[src/rtl/winograd_tile_scheduler.sv]
// Walks the output tile grid of a runtime-sized image and sequences one shared Winograd
// F(4x4,3x3) engine. Optional cycle/stall counters are enabled with WINO_SCHED_PERF_EN.
module winograd_tile_scheduler #(
    parameter int unsigned MAX_ROWS = 34,
    parameter int unsigned MAX_COLS = 34,
    parameter int unsigned DIM_W    = 8
) (
    input  logic             clk_i,
    input  logic             rst_i,
    input  logic             start_i,
    input  logic             abort_i,
    input  logic [DIM_W-1:0] img_rows_i,
    input  logic [DIM_W-1:0] img_cols_i,
    output logic             load_req_o,
    input  logic             load_ack_i,
    output logic             tc_start_o,
    input  logic             tc_done_i,
    output logic             wr_en_o,
    output logic [DIM_W-1:0] tile_i_o,
    output logic [DIM_W-1:0] tile_j_o,
    output logic [DIM_W-1:0] org_row_o,
    output logic [DIM_W-1:0] org_col_o,
    output logic [2:0]       valid_rows_o,
    output logic [2:0]       valid_cols_o,
    output logic             busy_o,
    output logic             done_o,
    output logic             err_o,
`ifdef WINO_SCHED_PERF_EN
    output logic             aborted_o,
    output logic [31:0]      perf_cycles_o,
    output logic [31:0]      perf_stall_o
`else
    output logic             aborted_o
`endif
);

    localparam logic [DIM_W-1:0] MinDim  = DIM_W'(3);
    localparam logic [DIM_W-1:0] MaxRows = DIM_W'(MAX_ROWS);
    localparam logic [DIM_W-1:0] MaxCols = DIM_W'(MAX_COLS);
    localparam logic [DIM_W-1:0] Two     = DIM_W'(2);
    localparam logic [DIM_W-1:0] One     = DIM_W'(1);
    localparam logic [DIM_W-1:0] Four    = DIM_W'(4);

    typedef enum logic [2:0] {
        StIdle, StLoad, StCompute, StWrite, StNext, StFin, StFail
    } state_e;

    state_e           state_q, state_d;
    logic [DIM_W-1:0] tile_i_q, tile_i_d, tile_j_q, tile_j_d;
    logic [DIM_W-1:0] out_rows_q, out_rows_d, out_cols_q, out_cols_d;
    logic [DIM_W-1:0] n_ti_q, n_ti_d, n_tj_q, n_tj_d;
    logic             err_q, err_d, aborted_q, aborted_d, first_q, first_d;

    logic [DIM_W-1:0] out_rows_in, out_cols_in, rem_rows, rem_cols;
    logic [DIM_W:0]   rows_rnd, cols_rnd;
    logic             dim_bad, last_i, last_j;

    assign out_rows_in = img_rows_i - Two;
    assign out_cols_in = img_cols_i - Two;
    assign rows_rnd    = {1'b0, out_rows_in} + (DIM_W+1)'(3);
    assign cols_rnd    = {1'b0, out_cols_in} + (DIM_W+1)'(3);
    assign dim_bad     = (img_rows_i < MinDim) || (img_cols_i < MinDim) ||
                         (img_rows_i > MaxRows) || (img_cols_i > MaxCols);

    assign org_row_o    = {tile_i_q[DIM_W-3:0], 2'b00};
    assign org_col_o    = {tile_j_q[DIM_W-3:0], 2'b00};
    assign rem_rows     = out_rows_q - org_row_o;
    assign rem_cols     = out_cols_q - org_col_o;
    assign valid_rows_o = (rem_rows >= Four) ? 3'd4 : rem_rows[2:0];
    assign valid_cols_o = (rem_cols >= Four) ? 3'd4 : rem_cols[2:0];
    assign last_i       = (tile_i_q == n_ti_q - One);
    assign last_j       = (tile_j_q == n_tj_q - One);

    assign tile_i_o  = tile_i_q;
    assign tile_j_o  = tile_j_q;
    assign err_o     = err_q;
    assign aborted_o = aborted_q;

    always_comb begin
        state_d    = state_q;
        tile_i_d   = tile_i_q;
        tile_j_d   = tile_j_q;
        out_rows_d = out_rows_q;
        out_cols_d = out_cols_q;
        n_ti_d     = n_ti_q;
        n_tj_d     = n_tj_q;
        err_d      = err_q;
        aborted_d  = 1'b0;
        first_d    = 1'b0;
        load_req_o = 1'b0;
        tc_start_o = 1'b0;
        wr_en_o    = 1'b0;
        busy_o     = 1'b0;
        done_o     = 1'b0;
        unique case (state_q)
            StIdle: begin
                if (start_i) begin
                    if (dim_bad) begin
                        err_d   = 1'b1;
                        state_d = StFail;
                    end else begin
                        out_rows_d = out_rows_in;
                        out_cols_d = out_cols_in;
                        n_ti_d     = DIM_W'(rows_rnd[DIM_W:2]);
                        n_tj_d     = DIM_W'(cols_rnd[DIM_W:2]);
                        tile_i_d   = '0;
                        tile_j_d   = '0;
                        err_d      = 1'b0;
                        state_d    = StLoad;
                    end
                end
            end
            StLoad: begin
                busy_o     = 1'b1;
                load_req_o = 1'b1;
                if (load_ack_i) begin
                    first_d = 1'b1;
                    state_d = StCompute;
                end
            end
            StCompute: begin
                busy_o     = 1'b1;
                tc_start_o = first_q;
                if (tc_done_i) state_d = StWrite;
            end
            StWrite: begin
                busy_o  = 1'b1;
                wr_en_o = 1'b1;
                state_d = StNext;
            end
            StNext: begin
                busy_o = 1'b1;
                if (last_i && last_j) begin
                    state_d = StFin;
                end else begin
                    state_d = StLoad;
                    if (last_j) begin
                        tile_j_d = '0;
                        tile_i_d = tile_i_q + One;
                    end else begin
                        tile_j_d = tile_j_q + One;
                    end
                end
            end
            StFin, StFail: begin
                done_o  = 1'b1;
                state_d = StIdle;
            end
            default: state_d = StIdle;
        endcase
        // Abort wins over any handshake sampled in the same cycle.
        if (abort_i && (state_q != StIdle)) begin
            state_d   = StIdle;
            aborted_d = 1'b1;
            first_d   = 1'b0;
        end
    end

    always_ff @(posedge clk_i) begin
        if (rst_i) begin
            state_q    <= StIdle;
            tile_i_q   <= '0;
            tile_j_q   <= '0;
            out_rows_q <= '0;
            out_cols_q <= '0;
            n_ti_q     <= '0;
            n_tj_q     <= '0;
            err_q      <= 1'b0;
            aborted_q  <= 1'b0;
            first_q    <= 1'b0;
        end else begin
            state_q    <= state_d;
            tile_i_q   <= tile_i_d;
            tile_j_q   <= tile_j_d;
            out_rows_q <= out_rows_d;
            out_cols_q <= out_cols_d;
            n_ti_q     <= n_ti_d;
            n_tj_q     <= n_tj_d;
            err_q      <= err_d;
            aborted_q  <= aborted_d;
            first_q    <= first_d;
        end
    end

`ifdef WINO_SCHED_PERF_EN
    logic [31:0] perf_cycles_q, perf_stall_q;
    logic        stall;

    assign stall = ((state_q == StLoad) && !load_ack_i) ||
                   ((state_q == StCompute) && !tc_done_i);

    always_ff @(posedge clk_i) begin
        if (rst_i) begin
            perf_cycles_q <= '0;
            perf_stall_q  <= '0;
        end else if ((state_q == StIdle) && start_i) begin
            perf_cycles_q <= '0;
            perf_stall_q  <= '0;
        end else begin
            if (busy_o) perf_cycles_q <= perf_cycles_q + 32'd1;
            if (stall)  perf_stall_q  <= perf_stall_q + 32'd1;
        end
    end

    assign perf_cycles_o = perf_cycles_q;
    assign perf_stall_o  = perf_stall_q;
`endif

endmodule

[config.mk]
export PLATFORM = sky130hd
export DESIGN_NAME = winograd_tile_scheduler
export DESIGN_NICKNAME = d
export VERILOG_FILES = /design/src/rtl/winograd_tile_scheduler.sv
export SDC_FILE = /design/constraint.sdc
export NUM_CORES = 1
export LEC_CHECK = 0
export CORE_ASPECT_RATIO = 0.8
export CORE_MARGIN = 2
export CORE_UTILIZATION = 40
export DETAILED_ROUTE_END_ITERATION = 10
export SLEW_MARGIN = 20
export SYNTH_ARGS = -nofsm -noshare
export SYNTH_HDL_FRONTEND = slang
export SYNTH_SLANG_ARGS = --single-unit
[constraint.sdc]
create_clock -name clk_i -period 7.4 [get_ports clk_i]
set_input_delay 0.74 -clock clk_i [delete_from_list [all_inputs] [get_ports clk_i]]
set_output_delay 0.74 -clock clk_i [all_outputs]
set_load 0.01 [all_outputs]
==> results of run 1 <==
==> final cells by class <==
type,instances,area (sq um)
fill,885,4650
multi-input combinational,356,2370
sequential,52,1040
timing repair buffer,64,636
clock buffer,8,146
tap,115,144
inverter,35,131
==> logic make-up after synthesis <==
logic type	after synthesis
AND/OR/NAND/NOR	181
AO/OA/AOI/OAI	102
buffers and inverters	75
flip-flops	52
XOR/XNOR	45
adder cells (fa/ha/maj)	22
multiplexers	2
other	1
==> report_power, final <==
part           switching (uW)  internal, uW  leakage [uW]
logic                     150           133       0.00111
clock network            98.4           135     0.0000712
registers                39.1           295      0.000420
total                     287           563       0.00160
==> registers in the layout, indices dropped and copies added (netlist names) <==
| name | cells |
|---|---|
| out_cols_q | 8 |
| out_rows_q | 8 |
| tile_i_o | 8 |
| tile_j_o | 8 |
| n_ti_q | 7 |
| n_tj_q | 7 |
| state_q | 3 |
| aborted_o | 1 |
| err_o | 1 |
| first_q | 1 |
==> routing by layer <==
metal / wire length [um] / vias to the layer above
li1: - / 1732
met1: 4610 / 1472
met2: 3590 / 54
met3: 368 / 7
met4: 67 / 0
met5: 0 / -
==> cells in the final DEF (no fill, tap or decap), types with 18 or more instances in the layout <==
master,n
a211oi_1,18
a21oi_1,32
clkdlybuf4s50_1,62
dfxtp_1,52
ha_1,20
inv_1,35
nand2_1,33
nor2_1,52
nor3_1,18
xnor2_1,27
xor2_1,18
==> synth_stat cells (7+ instances only) <==
master | n | area (sq um)
inv_1 | 35 | 131
a21oi_1 | 32 | 160
nor3_1 | 18 | 90.1
nor2_1 | 52 | 195
a211oi_1 | 18 | 135
and2_1 | 13 | 81.3
dfxtp_1 | 52 | 1040
buf_4 | 17 | 128
o21ai_0 | 14 | 70.1
xor2_1 | 18 | 158
nand2_1 | 33 | 124
clkbuf_1 | 16 | 60.1
ha_1 | 20 | 250
or4_1 | 8 | 60.1
and3_1 | 7 | 43.8
nand3_1 | 13 | 65.1
xnor2_1 | 27 | 236
==> critical path, delay by kind of cell, from the launching register on <==
family / cells / cell delay [ns]
adders and majority gates: 1 / 0.30
DFF: 1 / 0.57
buffers and inverters: 2 / 0.63
and+or+nand+nor: 3 / 0.46
AOI/OAI and AO/OA: 4 / 1.36
==> final timing paths <==
kind            startpoint         endpoint  slack (ns)
max            tile_j_o[1]  valid_cols_o[0]        3.06
min reg2reg  out_rows_q[0]    out_rows_q[0]        0.45
min          out_rows_q[0]    out_rows_q[0]        0.45
max reg2reg      n_tj_q[0]      tile_i_o[2]        4.18
==> per-stage QoR <==
stage	power, uW	hold WS, ns
floorplan	516	0.432
global placement	620	0.441
detailed placement	624	0.444
CTS	858	0.453
global route	907	0.499
finish	850	0.450
==> qor.yml, run 1 <==
synthMuxAreaShare_pct: 0.531
place_ws_ns: 3.32
die_height_um: 90.9
grt_use_met1_pct: 24.7
fin_crit_ns: 4.34
r2r_cells: 9
synth-simple-area-share_pct: 25.0
initial_core_util_pct: 41.4
cts_buffers: 5
overflow: 0
postCtsHoldBufs: 0
rows: 31
finalCritPeriodShare_pct: 58.7
viasPerCell: 5.18
fin_area_sq_mm: 0.00447
clock_skew_ns: 0.00389
startpoint_type: "register"
synth_area_sq_mm: 0.00377
peakVddDrop_v: 0.000180
async_flop_share_pct: 0
netlist_instances: 480
cts_sinks: 52
cts_resized: 0
worst_slew_pin_slew_ns: 0.958
synthXorXnorAreaFrac_pct: 10.4
drt-pass1-iter-count: 4
crit_top_cell: "o21ai_0"
grt_pass1_vias: 3078
cts_max_level: 2
finalCoreUtilization_pct: 49.0
path_clk_slew_ns: 0.07
syn_to_final_growth_pct: 18.5
nets: 558
synth_ff_type: "dfxtp_1"
cts_tree: "built"
cap_violations: 0
synth-seq-cells: 52
yosys_warnings: 0
drt_iter0_drc: 133
setup_viol: 0
leakagePower_uw: 0.00160
numPortBuffers: 62
clock_latency_ns: 0.29
relSlewSlack_pct: 35.6
slowest_delay_ns: 0.74
use_met3_pct: 3.29
post_cts_buffers: 0
criticalPathCategory: "reg2out"
fmax_ghz: 0.230
worstHoldPathCells: 2
wl_um: 8640
outcome: "completed"
yosys.cell_types.count: 55
post-place-cells: 622
synth_top_family_by_area: "simple AND/OR/NAND/NOR gates"
slowest_stage: "a2111oi_0"
synth_fa_ha_area_share_pct: 7.69
synth-compound-area-share_pct: 18.8
setup_tns_ns: 0
yosysSeqAreaShare_pct: 27.6
dp_hpwl_um: 6650
clock_path_buffers: 2
grt_use_total_pct: 17.3
synth_edf_count: 0
wl_per_cell_um: 13.7
grt_util_met2_pct: 26.8
root_buffer: "clkbuf_16"
worstPathCellList: "inv_1 > ha_1 > nor2b_1 > o21ai_0 > a21boi_0 > o21ai_0 > nand3_1 > a2111oi_0 > and2_1 > clkdlybuf4s50_1"
power_density_mw_per_mm2: 190
vias: 3265
ios: 67
ant_nets: 0
coreArea_sq_mm: 0.00911
drc: 0
die_area_sq_mm: 0.0102
drv_slew: 0
crit_arrival_ns: 3.60
die_w_um: 113
rsz0062_at_grt: "no"
avgSynthCellArea_sq_um: 7.86
path_max_fanout: 10
grt_max_degree: 39
layout_setup_ws_ns: 3.06
hold_viol: 0
grt.busiest_layer: "met2"
endpoint_kind: "output port"
drive_gt1_share_pct: 4.08
grt_pass1_wl_um: 14800
required_ns: 6.66
hp-class: "reg2reg"
finalNonFillerCells: 630
n_antenna_cell: 0
post_dp_cell_area_sq_mm: 0.00432
place_congestion: 0.835
grt_antenna_before_repair: 0
(Power assumes the default switching activity.)
==> inputs of run 2 (changes only) <==
==> constraint.sdc (replaced) <==
create_clock -name clk_i -period 4.35 [get_ports clk_i]
set_input_delay 0.435 -clock clk_i [delete_from_list [all_inputs] [get_ports clk_i]]
set_output_delay 0.435 -clock clk_i [all_outputs]
set_load 0.01 [all_outputs]
==> run 2 against run 1 <==
  * Total power up 77%
  * Largest cell class unchanged
  * Core utilization up 0.33 points
  * Count of clock-buffer cells in the layout down 3
  * Worst hold slack better by 0.0076 ns
  * Clock skew up 0.0042 ns
  * Clock power up 92%
  * Sequential share of layout area down 0.16 points
  * Sequential power up 70%
  * Via count up 0.52%
==> qor.yml, run 2 (synthesis results as in run 1) <==
worst_slew_pin_slew_ns: 0.872
power_uw: 1500
fmax_ghz: 0.255
clock_path_buffers: 2
rows: 31
layout_common_cells: "clkdlybuf4s50_1, nor2_1, dfxtp_1"
drv_slew: 0
leakagePower_uw: 0.00162
finalNonFillerCells: 631
required_ns: 3.91
grt_max_degree: 39
vias: 3282
grt_pass1_vias: 3152
regArea_sq_mm: 0.00104
wl_per_cell_um: 13.6
post_cts_buffers: 0
grt_use_total_pct: 17.5
viasPerCell: 5.20
cap_violations: 0
clock_latency_ns: 0.29
drt_iter0_drc: 165
critical_path.endpoint: "valid_cols_o[1]"
r2r_setup_slack_ns: 1.27
rsz0062_at_grt: "no"
criticalPathCategory: "reg2out"
multi_input_area_sq_mm: 0.00237
outcome: "completed"
peakVddDrop_v: 0.000273
path_clk_slew_ns: 0.07
fin_crit_ns: 3.93
numPortBuffers: 62
endpoint_kind: "output port"
setup_viol: 0
clock_skew_ns: 0.00813
hp-class: "reg2reg"
initial_core_util_pct: 41.4
root_buffer: "clkbuf_16"
final_common_cell: "clkdlybuf4s50_1"
relSlewSlack_pct: 41.3
hold_ws_ns: 0.458
finalCritPeriodShare_pct: 90.3
cts_resized: 0
drt-pass1-iter-count: 4
coreArea_sq_mm: 0.00911
place_ws_ns: 0.613
r2r-end: "tile_i_o[2]"
crit_arrival_ns: 3.49
grt_pass1_wl_um: 15000
place_congestion: 0.832
cts_max_level: 2
startpoint_type: "register"
drive_gt1_share_pct: 4.65
layout_setup_ws_ns: 0.424
syn_to_final_growth_pct: 19.3
dp_hpwl_um: 6650
wl_um: 8560
power_density_mw_per_mm2: 334
postCtsHoldBufs: 0
die_w_um: 113
die_area_sq_mm: 0.0102
die_height_um: 90.9
fillers: 902
setup_tns_ns: 0
overflow: 0
ant_nets: 0
nets: 559
post-place-cells: 623
worstReg2RegStart: "n_tj_q[0]"
r2r_cells: 9
cts_tree: "built"
ios: 67
cp-startpoint: "tile_j_o[1]"
cts_buffers: 5
cts_sinks: 52
grt_antenna_before_repair: 0
n_antenna_cell: 0
hold_viol: 0
drc: 0
path_max_fanout: 10
run 2: cell count changes in the layout (fill, tap and decap cells not counted), sizes merged:
cell,before,now
buf,2,3
clkbuf,8,5
bufinv,0,1
clkinv,0,1
clkinvlp,0,1
run 2: layout make-up:
| cell class | instances | area share (%) |
|---|---|---|
| clock inverters | 3 | 0.945 |
| clock buffers | 5 | 2.78 |
| multi-input cells | 356 | 52.7 |
| inverters | 35 | 2.92 |
| well taps | 115 | 3.20 |
| repair buffers | 65 | 14.3 |
| flip-flops and latches | 52 | 23.1 |
run 2: critical path, cell delays in order (launching register included):
cell and delay, ns:
dfxtp_1 0.56, inv_1 0.08, ha_1 0.29, nor2b_1 0.12
o21ai_0 0.21, a21boi_0 0.15, o21ai_0 0.24, nand3_1 0.12
a2111oi_1 0.66, and2_1 0.23, clkdlybuf4s50_1 0.54
run 2: worst min-delay path by stage:
stage	startpoint	to	slack (ns)	depth (start not counted)
floorplan	out_cols_q[0]	out_cols_q[0]	0.43	2
global placement	out_rows_q[0]	out_rows_q[0]	0.44	2
detailed placement	out_rows_q[0]	out_rows_q[0]	0.45	2
CTS	out_rows_q[0]	out_rows_q[0]	0.46	2
global route	out_cols_q[0]	out_cols_q[0]	0.49	2
finish	out_rows_q[0]	out_rows_q[0]	0.46	2
run 2: metal layers:
metal / global-route usage, % / vias up / share of wire (%)
met4: 4.27 / 0 / 0.99
met1: 25.6 / 1477 / 54
met5: 0 / - / 0
met2: 27.2 / 65 / 41
met3: 2.42 / 7 / 3.9
li1: - / 1733 / -
run 2: power by group:
part	leakage [uW]	internal, uW	total (uW)	switching [uW]
logic	0.00112	230	490	260
clock network	0.0000798	270	449	178
registers	0.000420	502	567	65.2
run 2: through the flow:
step,utilization [%],cell area (sq um)
floorplan,-,3780
global placement,47.5,4330
detailed placement,47.5,4330
CTS,49.3,4500
global route,49.4,4500
finish,49.4,4500
==> inputs of run 3 (changes only) <==
--- a/config.mk
+++ b/config.mk
@@ -9,6 +9,8 @@
 export CORE_MARGIN = 2
 export CORE_UTILIZATION = 40
 export DETAILED_ROUTE_END_ITERATION = 10
+export PLACE_DENSITY = 0.62
+export RECOVER_POWER = 50
 export SLEW_MARGIN = 20
 export SYNTH_ARGS = -nofsm -noshare
 export SYNTH_HDL_FRONTEND = slang
==> run 3 against run 2 <==
  * Worst hold slack lost 0.0075 ns
  * Die area is the same
  * Non-clock buffer count grew 2
  * Largest cell class unchanged
  * Maximum frequency grew 3.3%
  * Largest power group unchanged
==> qor.yml, run 3 (synthesis results as in run 1) <==
outcome: "completed"
cap_violations: 0
post_dp_cell_area_sq_mm: 0.00435
path_max_fanout: 7
wl_per_cell_um: 14.0
slowest_delay_ns: 0.63
drc: 0
criticalPathCategory: "reg2out"
slowest_stage: "a2111oi_0"
coreArea_sq_mm: 0.00911
postCtsHoldBufs: 0
cts_resized: 0
die_area_sq_mm: 0.0102
drt-pass1-iter-count: 4
numPortBuffers: 62
rows: 31
clock_latency_ns: 0.29
worst_slew_pin_slew_ns: 0.960
clock_skew_ns: 0.00444
fillers: 894
fin_area_sq_mm: 0.00451
n_antenna_cell: 0
die_w_um: 113
regArea_sq_mm: 0.00104
layout_setup_ws_ns: 0.549
power_density_mw_per_mm2: 331
path_depth: 10
crit_family: "compound AO/OA/AOI/OAI gates"
leakagePower_uw: 0.00174
crit_top_cell: "o21ai_0"
nets: 561
relSlewSlack_pct: 35.5
initial_core_util_pct: 41.4
clock_path_buffers: 2
fin_crit_ns: 3.80
r2r_cells: 9
cts_tree: "built"
grt_antenna_before_repair: 0
place_congestion: 0.841
peakVddDrop_v: 0.000332
hp-class: "reg2reg"
die_height_um: 90.9
grt_max_degree: 28
path_clk_slew_ns: 0.07
wl_um: 8870
holdPathEnd: "out_cols_q[0]"
cp_num_buf_inv: 2
drv_slew: 0
worstPathCellList: "inv_1 > ha_1 > nor2b_1 > o21ai_0 > a21boi_0 > o21ai_0 > nand3_1 > a2111oi_0 > and2_1 > clkdlybuf4s50_1"
post_cts_buffers: 0
drt_iter0_drc: 165
place_ws_ns: 0.789
ios: 67
worstReg2RegStart: "n_ti_q[0]"
setup_viol: 0
syn_to_final_growth_pct: 19.4
viasPerCell: 5.32
finalCoreUtilization_pct: 49.4
overflow: 0
required_ns: 3.91
worstHoldPathCells: 2
rsz0062_at_grt: "no"
vias: 3367
fmax_ghz: 0.263
crit_arrival_ns: 3.37
startpoint_type: "register"
hp-start: "out_cols_q[0]"
finalCritPeriodShare_pct: 87.4
multi_input_area_sq_mm: 0.00237
cts_buffers: 5
root_buffer: "clkbuf_16"
grt_pass1_wl_um: 15200
cts_max_level: 2
hold_viol: 0
layout_common_cells: "nor2_1, dfxtp_1, dlygate4sd3_1"
grt_pass1_vias: 3166
dp_hpwl_um: 6810
ant_nets: 0
r2r_setup_slack_ns: 1.20
endpoint_kind: "output port"
setup_tns_ns: 0
grt_use_total_pct: 17.8
drive_gt1_share_pct: 4.44
r2r-end: "tile_j_o[1]"
cts_sinks: 52
## run 3: worst min-delay path: stages (launching register included)
cell     delay (ns)
dfxtp_1        0.30
nand2_1        0.05
a21oi_1        0.05
## run 3: final cells by class
type	instances	area share, %
sequential	52	23.1
clock buffer	6	2.86
multi-input combinational	356	52.6
timing repair buffer	67	14.5
clock inverter	2	0.778
inverter	35	2.92
tap	115	3.19
## run 3: per-stage QoR
stage,cells,hold WS [ns],total power [uW]
after floorplan,483,0.432,878
after global placement,625,0.450,1060
after detailed placement,625,0.444,1070
after CTS,633,0.453,1510
after global routing,633,0.496,1580
final,633,0.450,1490
## run 3: where the power goes
part	internal (uW)	switching (uW)	total, uW
clock	271	171	442
combinational	219	274	493
sequential	502	55.0	557
## run 3: worst max-delay path by stage
stage / from / to
finish: tile_i_o[1] / valid_rows_o[0]
global route: tile_i_o[1] / valid_rows_o[0]
CTS: tile_i_o[1] / valid_rows_o[0]
detailed placement: tile_i_o[1] / valid_rows_o[0]
global placement: img_cols_i[1] / out_cols_q[2]
floorplan: tile_j_o[2] / valid_cols_o[0]
## run 3: layer usage
layer	routed length [um]	track usage, %
met3	511	2.95
met1	4510	26.3
met4	100	4.67
met2	3750	26.8
met5	0	0
